File: config.mk
export PLATFORM = sky130hd
export DESIGN_NAME = sme_feeder
export DESIGN_NICKNAME = d
export VERILOG_FILES = /design/src/rtl/sme_pkg.sv /design/src/rtl/sme_char_buf.sv /design/src/rtl/sme_feeder.sv
export SDC_FILE = /design/constraint.sdc
export NUM_CORES = 1
export LEC_CHECK = 0
export ABC_CLOCK_PERIOD_IN_PS = 4300
export CORE_ASPECT_RATIO = 1.75
export CORE_UTILIZATION = 40
export DETAILED_ROUTE_END_ITERATION = 10
export DONT_BUFFER_PORTS = 1
export PLACE_DENSITY_LB_ADDON = 0.25
export SLEW_MARGIN = 5
export SYNTH_ARGS = -nofsm -noshare
export SYNTH_HDL_FRONTEND = slang
export SYNTH_HIERARCHICAL = 1
export SYNTH_SLANG_ARGS = --single-unit
File: constraint.sdc
create_clock -name clk -period 4.3 [get_ports clk]
set_input_delay 0.86 -clock clk [delete_from_list [all_inputs] [get_ports clk]]
set_output_delay 0.86 -clock clk [all_outputs]
set_load 0.01 [all_outputs]
File: src/rtl/sme_pkg.sv
// Shared constants and types for the SME matcher and its feeder stage.
package sme_pkg;

  localparam int STR_MAX = 32;
  localparam int PAT_MAX = 8;

  // Wide enough for a saturated string length (33) and a full burst index (40).
  typedef logic [5:0] len_t;

  typedef enum logic [1:0] {
    COLLECT,
    ARMED,
    SEND,
    WAIT_RES
  } state_e;

  localparam logic [7:0] CH_CARET  = 8'h5E;
  localparam logic [7:0] CH_DOLLAR = 8'h24;
  localparam logic [7:0] CH_DOT    = 8'h2E;
  localparam logic [7:0] CH_SPACE  = 8'h20;

endpackage

File: src/rtl/sme_char_buf.sv
// Byte register file: synchronous write at an internal write pointer, asynchronous read.
// clr_i restarts the pointer; a write in the same cycle lands at address 0.
module sme_char_buf #(
  parameter int DEPTH = 8,
  localparam int AW = $clog2(DEPTH)
) (
  input  logic          clk,
  input  logic          reset,
  input  logic          clr_i,
  input  logic          wr_en_i,
  input  logic [7:0]    wr_data_i,
  input  logic [AW-1:0] rd_addr_i,
  output logic [7:0]    rd_data_o,
  output logic [7:0]    head_o
);

  localparam logic [AW:0] DEPTH_C = (AW + 1)'(DEPTH);

  logic [7:0]  mem_q [DEPTH];
  logic [AW:0] wr_ptr_q;
  logic [AW:0] wr_addr;

  assign wr_addr = clr_i ? '0 : wr_ptr_q;

  // NOTE: the storage is small and is cleared on reset so a record replayed
  // after reset can never expose stale bytes; large RAMs would not be reset.
  always_ff @(posedge clk) begin
    if (reset) begin
      wr_ptr_q <= '0;
      for (int i = 0; i < DEPTH; i++) mem_q[i] <= '0;
    end else if (wr_en_i && (wr_addr < DEPTH_C)) begin
      mem_q[wr_addr[AW-1:0]] <= wr_data_i;
      wr_ptr_q               <= wr_addr + 1'b1;
    end else if (clr_i) begin
      wr_ptr_q <= '0;
    end
  end

  assign rd_data_o = mem_q[rd_addr_i];
  assign head_o    = mem_q[0];

endmodule

File: src/rtl/sme_feeder.sv
// Buffers framed string/pattern records and replays them to SME as one contiguous burst
// aligned to an SME idle pulse, then forwards only the result belonging to that pattern.
module sme_feeder
  import sme_pkg::*;
(
  input  logic       clk,
  input  logic       reset,
  input  logic       in_valid,
  output logic       in_ready,
  input  logic [7:0] in_data,
  input  logic       in_is_pat,
  input  logic       in_last,
  output logic [7:0] chardata,
  output logic       isstring,
  output logic       ispattern,
  input  logic       sme_valid,
  input  logic       sme_match,
  input  logic [4:0] sme_index,
  output logic       res_valid,
  output logic       res_match,
  output logic [4:0] res_index,
  output logic       err_len
);

  localparam int   SAW     = $clog2(STR_MAX);
  localparam int   PAW     = $clog2(PAT_MAX);
  localparam len_t STR_LIM = len_t'(STR_MAX + 1);
  localparam len_t PAT_LIM = len_t'(PAT_MAX + 1);

  state_e     state_q;
  logic       first_q, rec_pat_q, str_pending_q;
  len_t       rec_len_q, str_len_q, pat_len_q, ptr_q;
  logic [7:0] chardata_q;
  logic       isstring_q, ispattern_q;
  logic       res_valid_q, res_match_q, err_len_q;
  logic [4:0] res_index_q;

  logic           xfer, cur_pat, launch, rd_is_str;
  len_t           lim, len_d, slen, total, rd_idx;
  logic [SAW-1:0] str_addr;
  logic [PAW-1:0] pat_addr;
  logic [7:0]     str_rd, str_head, pat_rd, pat_head, nxt_byte;

  assign in_ready = (state_q == COLLECT);
  assign xfer     = in_valid && in_ready;

  // The record type is taken from the first byte and held for the rest of the record.
  assign cur_pat = first_q ? in_is_pat : rec_pat_q;
  assign lim     = cur_pat ? PAT_LIM : STR_LIM;
  assign len_d   = first_q ? len_t'(1) : ((rec_len_q == lim) ? lim : rec_len_q + len_t'(1));

  // Burst index k walks the pending string first, then the pattern.
  assign slen      = str_pending_q ? str_len_q : '0;
  assign total     = slen + pat_len_q;
  assign rd_idx    = (state_q == ARMED) ? len_t'(1) : ptr_q;
  assign rd_is_str = (rd_idx < slen);
  assign str_addr  = SAW'(rd_idx);
  assign pat_addr  = PAW'(rd_idx - slen);
  assign nxt_byte  = rd_is_str ? str_rd : pat_rd;

  sme_char_buf #(.DEPTH(STR_MAX)) u_str_buf (
    .clk      (clk),
    .reset    (reset),
    .clr_i    (xfer && first_q),
    .wr_en_i  (xfer && !cur_pat),
    .wr_data_i(in_data),
    .rd_addr_i(str_addr),
    .rd_data_o(str_rd),
    .head_o   (str_head)
  );

  sme_char_buf #(.DEPTH(PAT_MAX)) u_pat_buf (
    .clk      (clk),
    .reset    (reset),
    .clr_i    (xfer && first_q),
    .wr_en_i  (xfer && cur_pat),
    .wr_data_i(in_data),
    .rd_addr_i(pat_addr),
    .rd_data_o(pat_rd),
    .head_o   (pat_head)
  );

  // Byte 0 must coincide with the SME pulse itself, so it bypasses the output registers.
  assign launch    = (state_q == ARMED) && sme_valid;
  assign chardata  = launch ? (str_pending_q ? str_head : pat_head) : chardata_q;
  assign isstring  = (launch && str_pending_q) || isstring_q;
  assign ispattern = (launch && !str_pending_q) || ispattern_q;

  assign res_valid = res_valid_q;
  assign res_match = res_match_q;
  assign res_index = res_index_q;
  assign err_len   = err_len_q;

  // NOTE: all state here is updated with non-blocking assignments so every
  // register samples the values from before the edge, independent of order.
  always_ff @(posedge clk) begin
    if (reset) begin
      state_q       <= COLLECT;
      first_q       <= 1'b1;
      rec_pat_q     <= 1'b0;
      rec_len_q     <= '0;
      str_len_q     <= '0;
      pat_len_q     <= '0;
      str_pending_q <= 1'b0;
      ptr_q         <= '0;
      chardata_q    <= '0;
      isstring_q    <= 1'b0;
      ispattern_q   <= 1'b0;
      res_valid_q   <= 1'b0;
      res_match_q   <= 1'b0;
      res_index_q   <= '0;
      err_len_q     <= 1'b0;
    end else begin
      err_len_q   <= 1'b0;
      res_valid_q <= 1'b0;
      case (state_q)
        COLLECT: begin
          if (xfer) begin
            rec_len_q <= len_d;
            rec_pat_q <= cur_pat;
            first_q   <= in_last;
            if (in_last) begin
              if (len_d == lim) begin
                err_len_q <= 1'b1;
              end else if (cur_pat) begin
                pat_len_q <= len_d;
                state_q   <= ARMED;
              end else begin
                str_len_q     <= len_d;
                str_pending_q <= 1'b1;
              end
            end
          end
        end
        ARMED: begin
          if (sme_valid) begin
            if (total > len_t'(1)) begin
              chardata_q  <= nxt_byte;
              isstring_q  <= rd_is_str;
              ispattern_q <= !rd_is_str;
              ptr_q       <= len_t'(2);
              state_q     <= SEND;
            end else begin
              state_q <= WAIT_RES;
            end
          end
        end
        SEND: begin
          if (ptr_q < total) begin
            chardata_q  <= nxt_byte;
            isstring_q  <= rd_is_str;
            ispattern_q <= !rd_is_str;
            ptr_q       <= ptr_q + len_t'(1);
          end else begin
            chardata_q    <= '0;
            isstring_q    <= 1'b0;
            ispattern_q   <= 1'b0;
            str_pending_q <= 1'b0;
            state_q       <= WAIT_RES;
          end
        end
        WAIT_RES: begin
          if (sme_valid) begin
            res_match_q <= sme_match;
            res_index_q <= sme_index;
            res_valid_q <= 1'b1;
            state_q     <= COLLECT;
          end
        end
        default: state_q <= COLLECT;
      endcase
    end
  end

endmodule

==> results_dict.tcl <==
set metrics [dict create \
    worst_slew_pin_slew_ns 1.10 \
    postCtsSetupBuffers 0 \
    core_um2 46100 \
    final_nets 1408 \
    yosys.area.top_type "edfxtp_1" \
    grt_pass1_vias 11600 \
    final_hold_viol_count 0 \
    yosysWarnings 6 \
    grt_pass1_wl_um 72500 \
    htree_levels 2 \
    synth_edf_count 320 \
    worstPathMaxFanout 20 \
    ios 39 \
    cts_buffers 35 \
    powerDensity_nw_per_um2 466 \
    p_leak_nw 7.19 \
    p_sw_mw 2.62 \
    fmax_mhz 268 \
    cts_root_buf "clkbuf_16" \
    dp_cells 1913 \
    swShare 0.275 \
    power_frac_comb 0.216 \
    die_area_um2 47800 \
    die_x_um 166 \
    ys_async_sr_fraction 0 \
    slew_headroom 0.264 \
    synth-seq-cells 377 \
    seq_area_um2 10800 \
    synthesis.nets 1429 \
    finClkSkew_ns 0.0130 \
    num-fill-cells 4132 \
    diodes 0 \
    crit_path_start_kind "flip-flop" \
    rows 104 \
    cts_sinks 377 \
    clk_path_buf_depth 3 \
    seqPwrFrac 0.446 \
    fin_crit_ns 3.73 \
    required_ns 4.75 \
    avgViaCountPerCell 5.60 \
    fin_cells 1975 \
    cts_tree "built" \
    areaGrowthSynthToFinish_pct 9.44 \
    min_period_over_period 0.866 \
    synth_area_leaders "edfxtp_1, mux4_2, and2_1" \
    drtIter0Drc 698 \
    synth_ff_type "edfxtp_1" \
    multi_input_area_um2 7430 \
    clkPwrFrac 0.338 \
    cp_data_arrival_time_ns 4.18 \
    vias 11100 \
    port_buffers 0 \
    finalPower_mw 9.55 \
    maxSlewViolCount 0 \
    finalSetupTns_ns 0 \
    ir_drop_mv 0.231 \
    setup_viol 0 \
    hold_class "input port to flip-flop" \
    postCtsHoldBufs 0 \
    crit_type "flip-flop to flip-flop" \
    path_clk_slew_ns 0.07 \
    ctsResizeCount 0 \
    status "complete, but fails checks" \
    syn-instance-count 1388 \
    grt_usage 0.204 \
    avgSynthCellArea_um2 13.5 \
    overflow 0 \
    grt_setup_unrepaired "no" \
    final_util 0.445 \
    initial_core_util 0.407 \
    globalplace.congestion 0.859 \
    p_int_mw 6.93 \
    violations "design-rule violations" \
    detailed_place_hpwl_um 33900 \
    dieHeight_um 288 \
    wl_per_cell_um 24.3 \
    drc_errors 16 \
    synth.yosys.seq_area_share 0.574 \
    synth_top_area_frac 0.513 \
    crit_path_end_kind "flip-flop" \
    wl_um 48100 \
    synth_cell_types 75 \
    netlist_area_um2 18700 \
    antenna_found_initial 0 \
    first_pass_iters 8 \
    clk_latency_ns 0.53 \
    drv_cap 0 \
    grt_max_degree 95 \
    layout-drive-gt1-share 0.185 \
    ant_nets 0 \
]
## metal layers
| layer | vias to the layer above | share of wire | track usage |
|---|---|---|---|
| met3 | 94 | 0.037 | 0.0225 |
| met4 | 0 | 0.044 | 0.0963 |
| met5 | - | 0 | 0 |
| met1 | 5644 | 0.34 | 0.202 |
| li1 | 5072 | - | - |
| met2 | 256 | 0.58 | 0.418 |
## worst max-delay path, cell delays in order (launching register included)
cell and delay, ns:
dfxtp_1 0.33, and2_1 0.16, ha_1 0.20, inv_1 0.08, fa_1 0.21, nor2b_1 0.07, or2_2 0.27, maj3_1 0.37
xnor2_1 0.14, ha_1 0.30, a21o_1 0.16, a31oi_1 0.31, o21ai_2 0.14, and3_4 0.27, or4_1 0.48, a21boi_1 0.16
## cells in the mapped netlist (all sizes together), types with 19 or more instances
cell type / n
a21oi: 41
and2: 286
buf: 37
clkbuf: 64
dfxtp: 57
edfxtp: 320
ha: 19
inv: 21
mux2i: 30
mux4: 96
nand2: 47
nand3: 26
nor2: 79
nor3: 29
or2: 35
## cells in the final DEF, fill, tap and decap left out, types with 5 or more instances in the layout
| cell | n |
|---|---|
| a21oi_1 | 40 |
| and2_1 | 285 |
| mux4_2 | 81 |
| clkbuf_1 | 9 |
| mux2_2 | 16 |
| edfxtp_1 | 320 |
| nor3b_1 | 11 |
| nor2_1 | 79 |
| buf_4 | 41 |
| mux2i_1 | 30 |
| o21bai_1 | 6 |
| or2_2 | 35 |
| nor3_2 | 10 |
| inv_1 | 20 |
| a211oi_1 | 8 |
| xor2_1 | 5 |
| and3_1 | 5 |
| nand2_1 | 47 |
| a21o_1 | 10 |
| nor3_1 | 19 |
| dfxtp_1 | 57 |
| nand2b_1 | 9 |
| xnor2_1 | 6 |
| ha_1 | 19 |
| clkbuf_16 | 37 |
| o21ai_0 | 16 |
| nand4_1 | 5 |
| nand3_1 | 25 |
| or3_1 | 17 |
| clkinv_1 | 5 |
| nor2b_1 | 10 |
| mux4_1 | 15 |
## sequential cells by signal, summed over array words and instances, names as in the netlist, 5 cells and up
register            cells
u_pat_buf/mem_q        64
str_len_q               6
chardata_q              8
u_str_buf/mem_q       256
pat_len_q               6
u_str_buf/wr_ptr_q      6
ptr_q                   6
res_index               5
rec_len_q               6
## stage by stage
stage / hold WS [ns] / setup slack (ns) / cell area (um2)
2_1_floorplan: 0.432 / 0.312 / 18700
3_3_place_gp: 0.445 / 0.608 / 19300
3_5_place_dp: 0.441 / 0.568 / 19300
4_1_cts: 0.385 / 0.564 / 20500
5_1_grt: 0.371 / 0.327 / 20500
6_report: 0.392 / 0.575 / 20500
## power groups by stage
stage                     registers (mW)  logic (mW)  clock network, mW
final                               4.26        2.06               3.23
after global routing                4.28        2.20               3.41
after CTS                           4.26        2.08               3.29
after detailed placement            4.34        2.08                  0
after global placement              4.33        2.06                  0
after floorplan                     4.27        1.61                  0
## final timing paths
kind,depth (start not counted),slack (ns),from,endpoint
worst max-delay path,15,0.57,str_pending_q,ptr_q[4]
worst min-delay path,1,0.39,reset,u_pat_buf/wr_ptr_q[3]
worst max register to register,15,0.57,str_pending_q,ptr_q[4]
worst min register to register,2,0.45,chardata_q[3],chardata_q[3]
## final cells by class
class,instances,area share
clock inverters,13,0.00830
inverters,21,0.00397
clock buffers,49,0.0488
multi-input cells,889,0.362
repair buffers,43,0.0170
flip-flops and latches,377,0.524
well taps,583,0.0356
## logic make-up (layout without fill, tap and decap cells)
group | Yosys count | after routing | synth area share
flops | 377 | 377 | 0.574
xor+xnor | 12 | 12 | 0.00601
mux | 142 | 142 | 0.144
simple gates | 589 | 589 | 0.184
compound gates | 124 | 124 | 0.0465
buf+inv | 122 | 126 | 0.0303
fa+ha+maj | 22 | 22 | 0.0154
(Power assumes the default switching activity.)
